## config.mk

```make
export PLATFORM = sky130hd
export DESIGN_NAME = ups_adc_sampler
export DESIGN_NICKNAME = d
export VERILOG_FILES = /design/src/rtl/ups_adc_pkg.sv /design/src/rtl/ups_adc_avg.sv /design/src/rtl/ups_adc_sampler.sv
export SDC_FILE = /design/constraint.sdc
export NUM_CORES = 1
export LEC_CHECK = 0
export CAP_MARGIN = 20
export CORE_MARGIN = 2
export CORE_UTILIZATION = 50
export CTS_BUF_LIST = sky130_fd_sc_hd__clkbuf_16
export CTS_CLUSTER_SIZE = 25
export DETAILED_ROUTE_END_ITERATION = 6
export PLACE_DENSITY = 0.91
export SYNTH_ARGS = -nofsm -noshare
export SYNTH_HDL_FRONTEND = slang
export SYNTH_SLANG_ARGS = --single-unit
```

## constraint.sdc

```tcl
create_clock -name clk -period 2.86 [get_ports clk]
set_input_delay 0.286 -clock clk [delete_from_list [all_inputs] [get_ports clk]]
set_output_delay 0.286 -clock clk [all_outputs]
set_load 0.1 [all_outputs]
```

## src/rtl/ups_adc_pkg.sv

```systemverilog
// ups_adc_pkg: shared types and XADC constants for the UPS ADC sampler.
package ups_adc_pkg;

  localparam int unsigned DRP_ADDR_W  = 7;
  localparam logic [4:0]  VAUX_BASE   = 5'h10;
  localparam int unsigned ERR_W       = 3;
  localparam int unsigned ERR_TIMEOUT = 0;
  localparam int unsigned ERR_OVERRUN = 1;
  localparam int unsigned ERR_DROP    = 2;

  typedef enum logic [1:0] {
    ST_IDLE = 2'd0,
    ST_WAIT = 2'd1,
    ST_ACC  = 2'd2
  } state_e;

  // True when chn lies in [base, base+num); 6-bit math so base+num may reach 32.
  function automatic logic in_window(input logic [4:0] chn, input logic [4:0] base,
                                     input logic [4:0] num);
    logic [5:0] lo;
    logic [5:0] hi;
    lo = {1'b0, base};
    hi = {1'b0, base} + {1'b0, num};
    return ({1'b0, chn} >= lo) && ({1'b0, chn} < hi);
  endfunction

endpackage

```

## src/rtl/ups_adc_avg.sv

```systemverilog
// ups_adc_avg: per-channel accumulator/counter bank. On strobe the sample is
// added to the indexed channel; when that channel's count wraps, done is high
// in the same cycle with the truncated mean, and the channel restarts at zero.
module ups_adc_avg
  import ups_adc_pkg::*;
#(
  parameter int unsigned DATA_W   = 12,
  parameter int unsigned AVG_LOG2 = 2,
  parameter int unsigned IDX_W    = 1
) (
  input  logic              clk,
  input  logic              rst_n,
  input  logic [IDX_W-1:0]  idx,
  input  logic [DATA_W-1:0] sample,
  input  logic              strobe,
  output logic [DATA_W-1:0] result,
  output logic              done
);

  localparam int unsigned ACC_W = DATA_W + AVG_LOG2;
  localparam int unsigned CNT_W = (AVG_LOG2 > 0) ? AVG_LOG2 : 1;
  localparam int unsigned DEPTH = 1 << IDX_W;
  localparam logic [CNT_W-1:0] CNT_LAST = CNT_W'((32'd1 << AVG_LOG2) - 32'd1);

  logic [ACC_W-1:0] acc_q [DEPTH];
  logic [ACC_W-1:0] acc_d [DEPTH];
  logic [CNT_W-1:0] cnt_q [DEPTH];
  logic [CNT_W-1:0] cnt_d [DEPTH];
  logic [ACC_W-1:0] sum_s;
  logic             last_s;

  assign sum_s  = acc_q[idx] + ACC_W'(sample);
  assign last_s = (cnt_q[idx] == CNT_LAST);
  assign result = DATA_W'(sum_s >> AVG_LOG2);
  assign done   = strobe && last_s;

  // Next-state of the bank: accumulate, or emit and restart on the last sample.
  always_comb begin
    acc_d = acc_q;
    cnt_d = cnt_q;
    if (strobe) begin
      if (last_s) begin
        acc_d[idx] = {ACC_W{1'b0}};
        cnt_d[idx] = {CNT_W{1'b0}};
      end else begin
        acc_d[idx] = sum_s;
        cnt_d[idx] = cnt_q[idx] + CNT_W'(1'b1);
      end
    end else begin
      acc_d = acc_q;
      cnt_d = cnt_q;
    end
  end

  // Bank storage, cleared on reset.
  always_ff @(posedge clk or negedge rst_n) begin
    if (!rst_n) begin
      for (int i = 0; i < DEPTH; i++) begin
        acc_q[i] <= {ACC_W{1'b0}};
        cnt_q[i] <= {CNT_W{1'b0}};
      end
    end else begin
      acc_q <= acc_d;
      cnt_q <= cnt_d;
    end
  end

endmodule

```

## src/rtl/ups_adc_sampler.sv

```systemverilog
// ups_adc_sampler: XADC DRP read sequencer for a contiguous channel window with
// a valid/ready result register and sticky error flags.
// Optional feature macro UPS_ADC_AVG_EN: average 2^AVG_LOG2 conversions per
// channel (ups_adc_avg); when undefined every conversion is a result.
module ups_adc_sampler
  import ups_adc_pkg::*;
#(
  parameter int unsigned DATA_W   = 12,
  parameter logic [4:0]  CH_BASE  = VAUX_BASE,
  parameter int unsigned NUM_CH   = 2,
  parameter int unsigned AVG_LOG2 = 2,
  parameter int unsigned TIMEOUT  = 64
) (
  input  logic                  clk,
  input  logic                  rst_n,
  input  logic                  eoc,
  input  logic [4:0]            channel,
  output logic                  den,
  output logic [DRP_ADDR_W-1:0] daddr,
  input  logic [15:0]           do_in,
  input  logic                  drdy,
  output logic [DATA_W-1:0]     data,
  output logic [4:0]            ch,
  output logic                  valid,
  input  logic                  ready,
  output logic [ERR_W-1:0]      err,
  input  logic                  err_clr
);

  localparam int unsigned TMR_W = $clog2(TIMEOUT + 1);
  localparam logic [TMR_W-1:0] TMR_LAST = TMR_W'(TIMEOUT - 1);
  localparam int unsigned IDX_W = (NUM_CH > 1) ? $clog2(NUM_CH) : 1;

  state_e                state_q,  state_d;
  logic                  den_q,    den_d;
  logic [DRP_ADDR_W-1:0] daddr_q,  daddr_d;
  logic [4:0]            chan_q,   chan_d;
  logic [TMR_W-1:0]      timer_q,  timer_d;
  logic [DATA_W-1:0]     sample_q, sample_d;
  logic [DATA_W-1:0]     data_q,   data_d;
  logic [4:0]            ch_q,     ch_d;
  logic                  valid_q,  valid_d;
  logic [ERR_W-1:0]      err_q,    err_d;

  logic                  timeout_s;
  logic                  drop_s;
  logic                  overrun_s;
  logic [ERR_W-1:0]      err_new_s;
  logic                  res_done_s;
  logic [DATA_W-1:0]     res_s;
  logic                  res_strobe_s;
  logic                  do_in_unused_s;

  // Low DRP data bits below the result field are intentionally dropped.
  assign do_in_unused_s = ^do_in;

`ifdef UPS_ADC_AVG_EN
  logic [IDX_W-1:0] idx_s;
  assign idx_s = IDX_W'(chan_q - CH_BASE);

  ups_adc_avg #(
    .DATA_W   (DATA_W),
    .AVG_LOG2 (AVG_LOG2),
    .IDX_W    (IDX_W)
  ) u_avg (
    .clk    (clk),
    .rst_n  (rst_n),
    .idx    (idx_s),
    .sample (sample_q),
    .strobe (state_q == ST_ACC),
    .result (res_s),
    .done   (res_done_s)
  );
`else
  localparam int unsigned avg_log2_unused = AVG_LOG2;
  localparam int unsigned idx_w_unused    = IDX_W;
  assign res_s      = sample_q;
  assign res_done_s = 1'b1;
`endif

  assign res_strobe_s = (state_q == ST_ACC) && res_done_s;
  assign overrun_s    = eoc && (state_q != ST_IDLE);

  // Next-state: read sequencing, output register handshake and error flags.
  always_comb begin
    state_d   = state_q;
    den_d     = 1'b0;
    daddr_d   = daddr_q;
    chan_d    = chan_q;
    timer_d   = timer_q;
    sample_d  = sample_q;
    data_d    = data_q;
    ch_d      = ch_q;
    valid_d   = valid_q;
    timeout_s = 1'b0;
    drop_s    = 1'b0;
    err_new_s = {ERR_W{1'b0}};

    case (state_q)
      ST_IDLE: begin
        if (eoc && in_window(channel, CH_BASE, 5'(NUM_CH))) begin
          den_d   = 1'b1;
          daddr_d = {2'b00, channel};
          chan_d  = channel;
          timer_d = {TMR_W{1'b0}};
          state_d = ST_WAIT;
        end else begin
          state_d = ST_IDLE;
        end
      end
      ST_WAIT: begin
        if (drdy) begin
          sample_d = do_in[15 -: DATA_W];
          state_d  = ST_ACC;
        end else if (timer_q == TMR_LAST) begin
          timeout_s = 1'b1;
          state_d   = ST_IDLE;
        end else begin
          timer_d = timer_q + TMR_W'(1'b1);
        end
      end
      ST_ACC: begin
        state_d = ST_IDLE;
      end
      default: begin
        state_d = ST_IDLE;
      end
    endcase

    if (res_strobe_s) begin
      if (valid_q && !ready) begin
        drop_s = 1'b1;
      end else begin
        data_d  = res_s;
        ch_d    = chan_q;
        valid_d = 1'b1;
      end
    end else if (valid_q && ready) begin
      valid_d = 1'b0;
    end else begin
      valid_d = valid_q;
    end

    err_new_s[ERR_TIMEOUT] = timeout_s;
    err_new_s[ERR_OVERRUN] = overrun_s;
    err_new_s[ERR_DROP]    = drop_s;
    // A new error in the clear cycle still sets its flag.
    err_d = (err_clr ? {ERR_W{1'b0}} : err_q) | err_new_s;
  end

  // FSM and registered outputs.
  always_ff @(posedge clk or negedge rst_n) begin
    if (!rst_n) begin
      state_q  <= ST_IDLE;
      den_q    <= 1'b0;
      daddr_q  <= {DRP_ADDR_W{1'b0}};
      chan_q   <= 5'd0;
      timer_q  <= {TMR_W{1'b0}};
      sample_q <= {DATA_W{1'b0}};
      data_q   <= {DATA_W{1'b0}};
      ch_q     <= 5'd0;
      valid_q  <= 1'b0;
      err_q    <= {ERR_W{1'b0}};
    end else begin
      state_q  <= state_d;
      den_q    <= den_d;
      daddr_q  <= daddr_d;
      chan_q   <= chan_d;
      timer_q  <= timer_d;
      sample_q <= sample_d;
      data_q   <= data_d;
      ch_q     <= ch_d;
      valid_q  <= valid_d;
      err_q    <= err_d;
    end
  end

  assign den   = den_q;
  assign daddr = daddr_q;
  assign data  = data_q;
  assign ch    = ch_q;
  assign valid = valid_q;
  assign err   = err_q;

endmodule

```

## Word level (Yosys, flattened, before mapping)

Cells that the tools add are included.

- Input bits: 27
- Output and inout bits: 29
- Word-level logic and storage cells: 56
- Register bits: 48

- Bitwise operators: 2
- Order comparisons: 2
- Muxes and demuxes: 19
- Eq/ne operators: 8
- Add/subtract/negate cells: 1
- Reductions and logical operators: 15

Operators with widths:

| operator | number |
|---|---|
| two-way mux 7 bit | 3 |
| one-hot mux 7 bit (2 select lines) | 1 |
| two-way mux 1 bit | 11 |
| inequality test 2 bit, second input constant | 4 |
| AND reduction 2 bit | 4 |
| adder 7 x 1 -> 7 bit, second input constant | 1 |
| == test 7 x 6 -> 1 bit, second input constant | 1 |
| nonzero test 2 bit | 3 |
| >= comparator 5 bit, second input constant | 1 |
| logical AND 1 bit | 5 |
| < comparator 5 bit, second input constant | 1 |
| two-way mux 2 bit | 2 |
| one-hot mux 2 bit (2 select lines) | 1 |
| AND reduction 4 bit | 1 |
| two-way mux 3 bit | 1 |
| inequality test 3 bit, second input constant | 1 |
| OR 3 bit | 1 |
| == test 2 x 1 -> 1 bit, second input constant | 1 |
| == test 2 bit, second input constant | 1 |
| logical NOT 2 bit | 1 |
| logical NOT 1 bit | 1 |
| inverter 1 bit | 1 |

## Depth between registers and ports, before layout

- Depth after elaboration: 5
- Mapped depth: 6
- Depth with buffers taken out: 5

## Least setup slack after synthesis

No wires, ideal clock.

- Path kind: register -> register
- Start point: register valid_q, in the netlist valid
- End point: register ch_q[1], in the netlist ch[1]
- Setup slack: 0.920 ns
- Setup time: 0.126 ns
- Arrival: 1.814 ns
- Cell stages (with the launch flop): 6
- Required time: 2.734 ns
- Cell sequence: dfrtp_1 nand2b_1 nor2b_2 buf_6 buf_8 mux2_4

- Longest elaborated chain between the ends: 3

RTL lines:

| element | line | RTL |
|---|---|---|
| start, declared | ups_adc_sampler.sv:42 | `logic valid_q, valid_d;` |
| start signal, assigned | ups_adc_sampler.sv:173 | `valid_q <= valid_d;` |
| logical AND 1 bit | ups_adc_sampler.sv:131 | `if (valid_q && !ready) begin` |
| inverter 1 bit (no line) | - |  |
| AND reduction 2 bit (no line) | - |  |
| end signal, assigned | ups_adc_sampler.sv:172 | `ch_q <= ch_d;` |
| end, declared | ups_adc_sampler.sv:41 | `logic [4:0] ch_q, ch_d;` |

No other way between the ends.
A chain may end at the register's enable or synchronous reset.

## Worst setup path after layout

- Start point: register state_q[0]
- End point: register ch_q[2], in the netlist ch[2]

- Longest elaborated chain between the ends: 2

RTL lines:

| element | line | RTL |
|---|---|---|
| start, declared | ups_adc_sampler.sv:34 | `state_e state_q, state_d;` |
| start signal, assigned | ups_adc_sampler.sv:165 | `state_q <= state_d;` |
| == test 2 bit | ups_adc_sampler.sv:81 | `assign res_strobe_s = (state_q == ST_ACC) && res_done_s;` |
| AND reduction 2 bit (no line) | - |  |

No other way between the ends.

==> reports/results.txt <==
The dominant combinational cell family by area after synthesis was simple AND/OR/NAND/NOR gates. After clock tree synthesis, the repair step resized 0 gates. 56 I/O pins were placed.

Combinational logic burns 34.3% of the power. The number of clock sinks is 48. TritonCTS built the clock tree. The worst setup path is captured at a flip-flop.

Post-synthesis cell count: 170. The largest total area in the synthesized netlist belongs to dfrtp_1. Summing the areas of all fa, ha and maj instances in the mapped netlist gives 0.623% of the synthesized area. In this run the vertical extent of the chip is 67.4 um. Dividing the synthesized area by the synthesized cell count gives 11.8 um2. The number of setup buffers added after CTS is 0. For this block, the via count after detailed routing is 1,396. STA puts the critical path data required time at 3.03 ns. The logs give 50.9% for the starting density of the core and 6.30 mm for the global-route wire length before repair.

For this design the static power due to leakage is 1.34 nW. Number of antenna diodes: 0. Entering global routing, the biggest net connects 49 pins.

In the synthesized netlist the async set-or-reset flop fraction comes to 100%. Among all cell types in the netlist, the one instantiated most often is dfrtp_1. Of the total power, the share spent switching nets is 38.5%. Counting instances in the post-synthesis netlist gives the leading cell types as 48 x dfrtp_1, 40 x nand2_1, 10 x mux2_4. The worst path in the final design needs a cycle of 1.60 ns, including I/O delays and setup. The type of the worst min-delay path was primary input to asynchronous set/reset pin.

The logs give 32.5% for the met2 global-route usage and 59.9% for the fraction of the yosys area taken by sequential cells. The synthesized netlist contains 36 unique library cells. The number of enable-type register cells in the synthesized netlist was 0; the overall overflow remaining after global route was 0. The clock-pin transition on the worst setup and hold timing paths was 0.06 ns; the number of pins with negative max-slew slack in the final report was 0.

Summing all multi-input logic gate instances after layout gives 714 um2. After synthesis the netlist holds a flip-flop and latch count of 48. Final hold analysis gives a worst-case slack of 0.377 ns. The fraction of layout instances using a drive strength above 1 is 28.4%. The first routing iteration left 153 violations.

The floorplan step defined a core boundary enclosing 3940 um2. Insertion delay of the later-clocked pin in the worst-skew pair: 0.28 ns. Across the whole layout, storage elements account for 1200 um2.

The number of antenna violations at the first check in global routing is 0. Routability-driven placement finished with a final weighted congestion of 0.833. Post-route fraction of the period consumed by the critical path: 56.0%. Critical path class: flip-flop to flip-flop.

The width of the die is 67.4 um, and the net switching power is 0.967 mW. The longest clock path from root to sink contains 2 buffers. The area of the mapped netlist is 2010 um2.

The run finished with clean final reports. The count of filler cells inserted in the layout is 293, and the count of max-cap constraint violations is 0. For the post-detailed-route DRC marker count, the log shows 0. The logs give 1,346 for the via count of the first global-routing pass and 23 for the site row count. The logs give 0 for the final-report hold violation count and 5.33% for the met3 track demand over resource in global routing.

Internal portion of total power: 1.54 mW. In the synthesized netlist the dominant register cell turns out to be dfrtp_1. The post-synthesis to final-layout area growth was 33.4%. Buffers inserted to repair hold after CTS numbered 0. During synthesis, Yosys emitted a total of 0 warnings. After legalization and detailed placement, the total HPWL measured 2.78 mm.

In this run, CTS created clock tree buffers numbering 5. For this run, the post-layout net count is 252. The met1 track utilization from global routing came out at 22.5%.

The tree is rooted in a clkbuf_16. The run gives 2 as the number of H-tree levels. Combined global-route utilization of all metal layers: 18.9%. Measured against the total synthesized area, the mux share comes to 13.5%. Summing the areas of all compound-gate instances in the mapped netlist gives 5.24% of the synthesized area. The total power divided by cell area works out to 937 nW/um2. The length of the first detailed-routing pass in iterations was 4; the xor-xnor portion of the synthesized cell area was 0%. Critical-path maximum fanout: 15. The final routed wire length divided by cell count was 14.4 um. For the clock network power share, the log shows 29.9%.

Setup repair after global routing left no endpoint under its margin. The tools report the maximum achievable frequency as 624 MHz. Of the total synthesized cell area, the portion taken by AND, OR, NAND and NOR gates is 15.9%. Global-route layer with the greatest usage: met2. After synthesis, the largest area contributor takes up 59.9% of total cell area. For the post-route antenna net violation count, the log shows 0. STA puts the critical path data arrival time at 1.77 ns. The mean number of vias per cell came out at 5.08. For this block, the routed nets add up to 3.95 mm of wire. The clock skew after layout was 0.00742 ns. The floorplan step defined a die boundary enclosing 4540 um2. Adding up every negative setup slack in the final design gives 0 ns. The maximum vdd ir drop is 640 uV. The count of input and output buffers is 49, and the portion of total power attributed to sequential cells is 35.8%.

By area the synthesized netlist is led by dfrtp_1 60%, mux2_4 7.5%, nand2_1 7.5%. Kind of start point of the critical path: a flip-flop. The final setup violation count was 0.
## layer usage
metal,vias to the layer above,wire length (um)
met4,0,40
met2,36,2090
met1,685,1620
met3,5,202
li1,670,-
met5,-,0
## power by group through the flow
stage	Clock [mW]	Combinational [mW]	Sequential, mW
3_5_place_dp	0	0.861	0.911
5_1_grt	0.794	0.907	0.916
2_1_floorplan	0	0.175	1.39
4_1_cts	0.761	0.863	0.899
6_report	0.749	0.861	0.899
3_3_place_gp	0	0.846	0.902
## layout make-up
cell class | instances | area share, %
Inverter | 9 | 1.26
Multi-Input combinational cell | 106 | 26.7
Tap cell | 50 | 2.34
Timing Repair Buffer | 54 | 17.6
Clock inverter | 3 | 2.57
Sequential cell | 48 | 44.9
Clock buffer | 5 | 4.68
## critical path, stage by stage, from the launching register on
cell and delay [ns]:
dfrtp_1 0.51, nand2b_2 0.27, nor2b_2 0.15, buf_4 0.23, mux2_4 0.32
## layout by cell type (no fill, tap or decap), types with 2 or more instances in the layout
cell type        instances
o21ai_0                  7
bufinv_16                2
mux2_2                   8
dfrtp_1                 48
conb_1                   2
nand3_1                  3
clkdlybuf4s50_1         21
buf_4                   30
inv_1                    9
and2_1                   3
and3_1                   2
mux2_4                  10
nand3b_1                 3
o22ai_1                  3
mux2i_1                  3
clkbuf_16                5
nand2b_1                 2
nand2_1                 40
nor2_1                   4
## final timing paths
path	end	from	depth (start not counted)	slack, ns
max in group asynchronous	data[1]	rst_n	3	2.03
min in group clk	res_s[4]	res_s[4]	2	0.48
min	ch[4]	rst_n	2	0.38
max reg2reg	ch[2]	state_q[0]	4	1.26
min reg2reg	res_s[4]	res_s[4]	2	0.48
max	ch[2]	state_q[0]	4	1.26
## registers in the layout (all words and copies together) (netlist names)
signal / flops
err: 3
den: 1
state_q: 2
data: 12
valid: 1
timer_q: 7
res_s: 12
ch: 5
chan_q: 5
## through the flow
| step | utilization [%] | area [um2] | power (mW) | setup slack, ns | std cells |
|---|---|---|---|---|---|
| after detailed placement | 62.2 | 2450 | 1.77 | 1.06 | 265 |
| after global routing | 67.9 | 2680 | 2.62 | 1.17 | 275 |
| after global placement | 62.2 | 2450 | 1.75 | 1.10 | 265 |
| final | 67.9 | 2680 | 2.51 | 1.26 | 275 |
| after floorplan | - | 2010 | 1.57 | 0.920 | 171 |
| after CTS | 67.1 | 2650 | 2.52 | 1.25 | 273 |
## cells by family (layout without fill, tap and decap cells)
logic type                 Yosys count  count (layout)
and+or+nand+nor                     65              65
DFF                                 48              48
muxes                               21              21
AOI/OAI and AO/OA                   17              17
buffers and inverters               17              71
adders and majority gates            1               1
other                                1               2
Note: power is estimated with default switching activity, not from simulation.
